**config.mk**
```make
export PLATFORM = sky130hd
export DESIGN_NAME = uart_rx_fifo
export DESIGN_NICKNAME = d
export VERILOG_FILES = /design/src/rtl/uart_rx_fifo.sv
export SDC_FILE = /design/constraint.sdc
export NUM_CORES = 1
export LEC_CHECK = 0
export BUFFER_PORTS_ARGS = -buffer_cell sky130_fd_sc_hd__buf_2
export CELL_PAD_IN_SITES_DETAIL_PLACEMENT = 1
export CELL_PAD_IN_SITES_GLOBAL_PLACEMENT = 1
export CORE_MARGIN = 4
export CORE_UTILIZATION = 53
export DETAILED_ROUTE_END_ITERATION = 10
export MAX_ROUTING_LAYER = met4
export PLACE_DENSITY = 0.82
export SLEW_MARGIN = 20
export SYNTH_ARGS = -nofsm -noshare
export SYNTH_HDL_FRONTEND = slang
export SYNTH_SLANG_ARGS = --single-unit
```
**constraint.sdc**
```tcl
create_clock -name Clock -period 3.57 [get_ports Clock]
set_input_delay 0.5355 -clock Clock [delete_from_list [all_inputs] [get_ports Clock]]
set_output_delay 0.5355 -clock Clock [all_outputs]
set_load 0.02 [all_outputs]
```
**src/rtl/uart_rx_fifo.sv**
```systemverilog
// uart_rx_fifo
//   Byte FIFO between the UART receiver's ready/valid output and the CPU's
//   memory-mapped read path. It uses first-word fall-through, and reports
//   occupancy (Count) plus a sticky Overflow flag for the status register.
//
//   Build option UART_RX_FIFO_DROP_EN:
//     defined   - drop mode. InReady is tied high. A byte arriving while the
//                 FIFO is full, with no pop in the same cycle, is discarded
//                 and sets Overflow.
//     undefined - backpressure mode. InReady = !Full, Overflow stays 0 and
//                 OverflowClear is ignored.
//
//   Reset is synchronous and active-low. The storage array is never reset;
//   only the pointers and the flag are.

module uart_rx_fifo #(
  parameter int DepthLog2 = 4
) (
  input  logic                 Clock,
  input  logic                 Reset,
  input  logic [7:0]           InData,
  input  logic                 InValid,
  output logic                 InReady,
  output logic [7:0]           OutData,
  output logic                 OutValid,
  input  logic                 OutReady,
  output logic [DepthLog2:0]   Count,
  output logic                 Overflow,
  input  logic                 OverflowClear
);

  localparam int Depth = 1 << DepthLog2;

  // Count value that means "every entry is occupied".
  localparam logic [DepthLog2:0] FullCount = {1'b1, {DepthLog2{1'b0}}};

  logic [7:0]           Mem [Depth];
  logic [DepthLog2:0]   WrPtr;
  logic [DepthLog2:0]   RdPtr;
  logic [DepthLog2-1:0] WrIdx;
  logic [DepthLog2-1:0] RdIdx;
  logic                 Empty;
  logic                 Full;
  logic                 Push;
  logic                 Pop;
  logic                 Discard;

  assign WrIdx = WrPtr[DepthLog2-1:0];
  assign RdIdx = RdPtr[DepthLog2-1:0];

  // The extra pointer MSB means plain subtraction gives the occupancy,
  // even after the pointers wrap.
  assign Count = WrPtr - RdPtr;
  assign Empty = (Count == '0);
  assign Full  = (Count == FullCount);

  assign OutValid = ~Empty;
  assign Pop      = OutValid & OutReady;

`ifdef UART_RX_FIFO_DROP_EN
  // The receiver never stalls. A pop in the same cycle makes room, so a
  // full FIFO still accepts a byte when it is popped at the same time.
  assign InReady = 1'b1;
  assign Push    = InValid & (~Full | Pop);
  assign Discard = InValid & Full & ~Pop;
`else
  // InReady depends only on registered state. A same-cycle pop does not
  // open a slot until the next cycle.
  assign InReady = ~Full;
  assign Push    = InValid & InReady;
  assign Discard = 1'b0;
`endif

  // Head byte, forced to zero when there is nothing to read.
  always_comb begin
    OutData = 8'h00;
    if (OutValid) begin
      OutData = Mem[RdIdx];
    end
  end

  // Pointer update. Pushes and pops are ignored on a reset edge.
  always_ff @(posedge Clock) begin
    if (!Reset) begin
      WrPtr <= '0;
      RdPtr <= '0;
    end else begin
      if (Push) begin
        WrPtr <= WrPtr + 1'b1;
      end
      if (Pop) begin
        RdPtr <= RdPtr + 1'b1;
      end
    end
  end

  // Storage write. The array has no reset, so only accepted bytes land here.
  always_ff @(posedge Clock) begin
    if (Reset && Push) begin
      Mem[WrIdx] <= InData;
    end
  end

`ifdef UART_RX_FIFO_DROP_EN
  // Sticky overflow flag. A discard in the same cycle as a clear wins.
  always_ff @(posedge Clock) begin
    if (!Reset) begin
      Overflow <= 1'b0;
    end else if (Discard) begin
      Overflow <= 1'b1;
    end else if (OverflowClear) begin
      Overflow <= 1'b0;
    end
  end
`else
  // Nothing is ever discarded in backpressure mode.
  logic unused_clear;
  logic unused_discard;

  assign Overflow       = 1'b0;
  assign unused_clear   = OverflowClear;
  assign unused_discard = Discard;
`endif

endmodule
```
==> results of run 1 <==
[through the flow]
step                hold WS [ns]  cell area, sq um
detailed placement         0.480              6420
global placement           0.472              6420
global route               0.503              7010
finish                     0.495              7010
CTS                        0.483              6970
floorplan                  0.456              6060
[logic make-up after synthesis]
| family | Yosys count | share of synthesized area |
|---|---|---|
| and+or+nand+nor | 62 | 0.0665 |
| other | 1 | 0.000619 |
| buffers and inverters | 27 | 0.0281 |
| AOI/OAI and AO/OA | 18 | 0.0225 |
| muxes | 47 | 0.175 |
| DFF | 142 | 0.681 |
| xor gates and xnor gates | 3 | 0.00434 |
| adders and majority gates | 10 | 0.0219 |
[cells in the final DEF (no fill, tap or decap), drive strengths merged, types with 2 or more instances in the layout]
cell type / count
nand2: 16
nand2b: 5
edfxtp: 128
clkinv: 9
nor3: 13
clkbuf: 18
clkinvlp: 2
mux4: 40
dfxtp: 14
or3: 5
a21boi: 7
a21oi: 3
buf: 50
nor4: 4
nand4: 3
xor2: 2
ha: 9
inv: 11
mux2i: 7
nor2b: 9
o21ai: 5
nand3b: 2
[repair_timing]
item                                    4_1_cts  5_1_grt
pin swaps                                     0        2
gates resized for setup                       1        4
endpoints found under the setup margin        9       14
setup buffers                                 0        3
cloned                                        0        0
endpoints found under the hold margin         0        0
[how the worst max path moves through the flow]
stage             start          to  cells past startpoint
6_report       WrPtr[0]  OutData[7]                     10
5_1_grt        WrPtr[0]  OutData[7]                     10
2_1_floorplan  WrPtr[0]   Mem[0][0]                     10
3_5_place_dp   WrPtr[0]  Mem[13][1]                     10
4_1_cts        WrPtr[0]  OutData[7]                     10
3_3_place_gp   WrPtr[0]  Mem[13][0]                     10
[worst register-to-register path, cell delays in order (launching register included)]
cell and delay [ns]:
dfxtp_2 0.34, inv_1 0.14, ha_1 0.18, inv_1 0.05
fa_1 0.39, xor2_1 0.25, nand4b_1 0.24, a2bb2oi_2 0.14
nand2b_1 0.34, nor3_1 0.61, buf_4 0.30
[power groups by stage]
stage | Combinational, mW | Sequential (mW) | Clock [mW]
6_report | 1.50 | 1.96 | 1.62
5_1_grt | 1.60 | 1.97 | 1.72
4_1_cts | 1.42 | 1.96 | 1.65
3_5_place_dp | 1.41 | 2.00 | 0
3_3_place_gp | 1.35 | 1.99 | 0
2_1_floorplan | 1.12 | 1.93 | 0
[flip-flops by register name (all words and copies together), names as in the netlist, named ones only]
register and count:
Mem 128, WrPtr 5, RdPtr 5
[cell type report]
class | instances | area [sq um]
repair buffers | 50 | 335
multi-input cells | 141 | 1790
clock inverters | 14 | 119
flip-flops and latches | 142 | 4130
inverters | 9 | 33.8
well taps | 140 | 175
clock buffers | 18 | 429
fillers | 940 | 4030
[routing by layer]
layer	vias up	routed length, um
met5	-	0
met2	93	7180
met1	1627	5320
met3	17	680
met4	0	202
li1	1370	-
==> impl_metrics.ini, run 1 <==
[run_status]
status = finished clean

[worst_setup_path]
ff2ff_setup_slack_ns = 0.28
max_stage_delay_ns = 0.45
start_kind = flip-flop
cp-end-kind = primary output
r2r_end = Mem[8][2]
arrival_ns = 2.84
cp_cell_sequence = inv_1 > ha_1 > inv_1 > fa_1 > nand3b_1 > a211o_1 > a211oi_4 > buf_12 > nor2b_4 > buf_2
cpMostUsedCell = inv_1
crit_slowest_cell = fa_1
path_class = flip-flop to primary output
critPathRequiredTime_ns = 3.03
path_buf_inv = 4
path_max_fanout = 11
r2r-start = WrPtr[0]
crit_family = adder cells
r2r_cells = 10

[timing]
relSlewSlack = 0.501
setup_violations = 0
period_share = 0.946
period_minus_slack_ns = 3.38
max_freq_mhz = 296
hold_viol = 0
rsz0062_at_grt = no
timing.final.ws_setup_ns = 0.193
skew_ns = 0.00881
worst_slew_pin_slew_ns = 0.747
slew_violations = 0
setup_tns_ns = 0

[hold_path]
worstHoldEndpoint = Mem[15][0]
min_delay_path_depth = 1
hp-start = InData[0]
min_path_type = input port to flip-flop

[global_route]
grt_overflow = 0
grt_max_degree = 33
use_met3 = 0.0479
antenna_found_initial = 0
met1_usage = 0.274
grtUsageMet2 = 0.383
grt_pass1_vias = 3395
grt_pass1_wl_um = 20400
grt_use_total = 0.226
grt.busiest_layer = met2

[pwr]
leakagePower_nw = 2.37
swShare = 0.304
ir_worst_vdd_mv = 0.590
totalPowerFinal_mw = 5.07
internal_power_mw = 3.53
combPwrFrac = 0.295
powerDensity_mw_per_mm2 = 724
net-switching-power_mw = 1.54
p_seq_frac = 0.386
p_clk_frac = 0.319

[drt]
wl_per_cell_um = 26.0
drt_pass1_iterations = 4
dr.first_iter.drc_count = 262
wirelength_um = 13400
antenna_left = 0
drc = 0
vias_per_cell = 6.04
vias = 3107

[synthesis]
async_reset_ff_frac = 0
yosysSeqAreaShare = 0.681
synthCells = 310
yosysTopAreaCell = edfxtp_1
synth.net_count = 333
synth_area_sq_mm = 0.00606
synth_ff_type = edfxtp_1
yosysMostFrequentCell = edfxtp_1
ys_top_cells_by_count = edfxtp_1, mux4_1, mux4_2, nand2_1, dfxtp_1
synth_edf_count = 128
yosysUniqueCellTypes = 40
yosysWarnings = 0
synth_top_area_frac = 0.635
synth_seq_cells = 142
syn_avg_cell_area_sq_um = 19.5
yosys-top-cells-area = edfxtp_1, mux4_1, mux4_2, dfxtp_1, ha_1

[finish]
fin_cells = 514
final_util = 0.635
antenna_cells = 0
fin_nets = 384
layout-drive-gt1-share = 0.299
area_delta_synth_final_pct = 15.7

[place]
place_congestion = 0.802
dpl.cell_count = 479
port_buffers = 26
place_ws_ns = 0.178
dpl.hpwl_um = 8720

[clock_network]
cts_tree = yes
hold_buffers = 0
root_buffer = clkbuf_16
clk_pin_slew_ns = 0.06
clock_path_buffers = 2
cts_sinks = 142
cts_buffers = 17
clock_latency_ns = 0.42
cts_max_level = 4

[floorplan]
dieWidth_um = 115
start_util = 0.549
rows = 38
coreArea_sq_mm = 0.0110
die_y_um = 115
dieArea_sq_mm = 0.0132
ios = 29

[run]
maxCapViolCount = 0
No activity file was read; power rests on OpenSTA's default activity.
==> run 2: changes to the inputs <==
--- a/config.mk
+++ b/config.mk
@@ -8,12 +8,11 @@
 export BUFFER_PORTS_ARGS = -buffer_cell sky130_fd_sc_hd__buf_2
 export CELL_PAD_IN_SITES_DETAIL_PLACEMENT = 1
 export CELL_PAD_IN_SITES_GLOBAL_PLACEMENT = 1
-export CORE_MARGIN = 4
+export CORE_MARGIN = 1
 export CORE_UTILIZATION = 53
 export DETAILED_ROUTE_END_ITERATION = 10
 export MAX_ROUTING_LAYER = met4
 export PLACE_DENSITY = 0.82
-export SLEW_MARGIN = 20
 export SYNTH_ARGS = -nofsm -noshare
 export SYNTH_HDL_FRONTEND = slang
 export SYNTH_SLANG_ARGS = --single-unit
==> impl_metrics.ini, run 2 (same netlist as run 1, synthesis figures left out) <==
[place]
placed_area_sq_mm = 0.00641
port_buffers = 26
dpl.cell_count = 478
dpl.hpwl_um = 8450
place_congestion = 0.795

[worst_setup_path]
cp_cell_sequence = inv_1 > ha_1 > inv_1 > fa_1 > nor3b_1 > nand4b_1 > a211oi_4 > buf_12 > nor2b_4 > buf_2
max_stage_delay_ns = 0.46
cp-end-kind = primary output
crit_slowest_cell = fa_1
path_class = flip-flop to primary output
start_kind = flip-flop
path_max_fanout = 16
critPathRequiredTime_ns = 3.03
cpMostUsedCell = inv_1
arrival_ns = 2.88

[run_status]
status = finished clean

[drt]
drt_pass1_iterations = 4
vias_per_cell = 6.11
wl_per_cell_um = 26.5
dr.first_iter.drc_count = 202
antenna_left = 0
vias = 3123
drc = 0
wirelength_um = 13500

[clock_network]
clock_path_buffers = 2
hold_buffers = 0
cts_buffers = 17
cts_max_level = 4
postCtsSetupBuffers = 0
cts_sinks = 142
clk_pin_slew_ns = 0.06
cts_tree = yes
root_buffer = clkbuf_16
clock_latency_ns = 0.42

[finish]
final_util = 0.642
largest_reg_flops = 128
fin_nets = 380
area_delta_synth_final_pct = 16.5
layout-drive-gt1-share = 0.290
final_cell_mix = edfxtp_1, buf_2, mux4_1, buf_4, clkbuf_16
reg.largest.list = Mem x128, RdPtr x5, WrPtr x5
final_area_sq_mm = 0.00705
fin_cells = 511
top_register = Mem
fillCellCount = 932
final_common_cell = edfxtp_1

[global_route]
grt_pass1_wl_um = 19800
grt_max_degree = 33
grt_use_total = 0.259
grt_overflow = 0
grt_pass1_vias = 3290
antenna_found_initial = 2

[hold_path]
min_path_type = input port to flip-flop

[floorplan]
die_y_um = 109
start_util = 0.551
ios = 29
dieArea_sq_mm = 0.0119
rows = 38
dieWidth_um = 109
coreArea_sq_mm = 0.0110

[timing]
skew_ns = 0.0117
rsz0062_at_grt = no
setup_violations = 0
period_share = 0.956
hold_viol = 0
relSlewSlack = 0.509
max_freq_mhz = 293
worst_slew_pin_slew_ns = 0.736
slew_violations = 0
period_minus_slack_ns = 3.41
setup_tns_ns = 0

[pwr]
totalPowerFinal_mw = 5.25
powerDensity_mw_per_mm2 = 744
leakagePower_nw = 2.39
ir_worst_vdd_mv = 0.627

[run]
maxCapViolCount = 0
==> run 2: cell count changes in the layout (fill, tap and decap cells not counted), sizes merged <==
cell	previous run	this run
inv	11	9
bufinv	1	5
clkinv	9	6
buf	50	46
clkbuf	18	19
clkinvlp	2	1
diode	0	2
==> run 2: path summary, 6_finish.rpt <==
| path | start | end | slack, ns | cells past startpoint |
|---|---|---|---|---|
| setup / recovery | WrPtr[0] | OutData[0] | 0.16 | 10 |
| hold / removal | InData[3] | Mem[10][3] | 0.49 | 1 |
| setup reg to reg | WrPtr[0] | Mem[10][2] | 0.23 | 10 |
| hold reg to reg | WrPtr[0] | WrPtr[0] | 0.50 | 2 |
==> run 2: report_power, final <==
part | switching [mW] | total [mW] | internal (mW) | leakage [nW]
clock network | 0.655 | 1.89 | 1.23 | 0.304
registers | 0.0922 | 1.96 | 1.87 | 1.27
logic | 0.753 | 1.40 | 0.650 | 0.819
total | 1.50 | 5.25 | 3.75 | 2.39
==> run 2: worst max-delay path, delay by kind of cell, from the launching register on <==
family | cells | cell delay (ns)
fa+ha+maj | 2 | 0.69
buf+inv | 4 | 0.58
simple gates | 3 | 0.47
flops | 1 | 0.37
compound gates | 1 | 0.34
==> run 2: area by class of cell <==
class,count,area [sq um],share of cell area
Sequential cell,142,4130,0.585
Multi-Input combinational cell,141,1780,0.253
Clock buffer,19,433,0.0614
Timing Repair Buffer,46,305,0.0433
Clock inverter,12,194,0.0275
Tap cell,140,175,0.0248
Inverter,9,33.8,0.00479
Antenna cell,2,5.00,0.000709
==> run 2: metal layers <==
| metal | global-route usage | vias to the layer above | part of all wire |
|---|---|---|---|
| met5 | - | - | 0 |
| met4 | 0.121 | 0 | 0.029 |
| met3 | 0.0675 | 26 | 0.051 |
| met2 | 0.427 | 106 | 0.52 |
| met1 | 0.296 | 1633 | 0.40 |
| li1 | - | 1358 | - |
==> run 2: repair_timing <==
action,in CTS,in global routing
pin swaps,0,1
setup endpoints to repair,9,86
endpoints found under the hold margin,0,0
resized for setup,2,2
==> run 2: through the flow <==
step | hold WS (ns) | worst slack (ns)
after floorplan | 0.456 | 0.175
after detailed placement | 0.499 | 0.176
after global placement | 0.468 | 0.424
after global routing | 0.493 | 0.00671
after CTS | 0.489 | 0.0133
final | 0.491 | 0.159
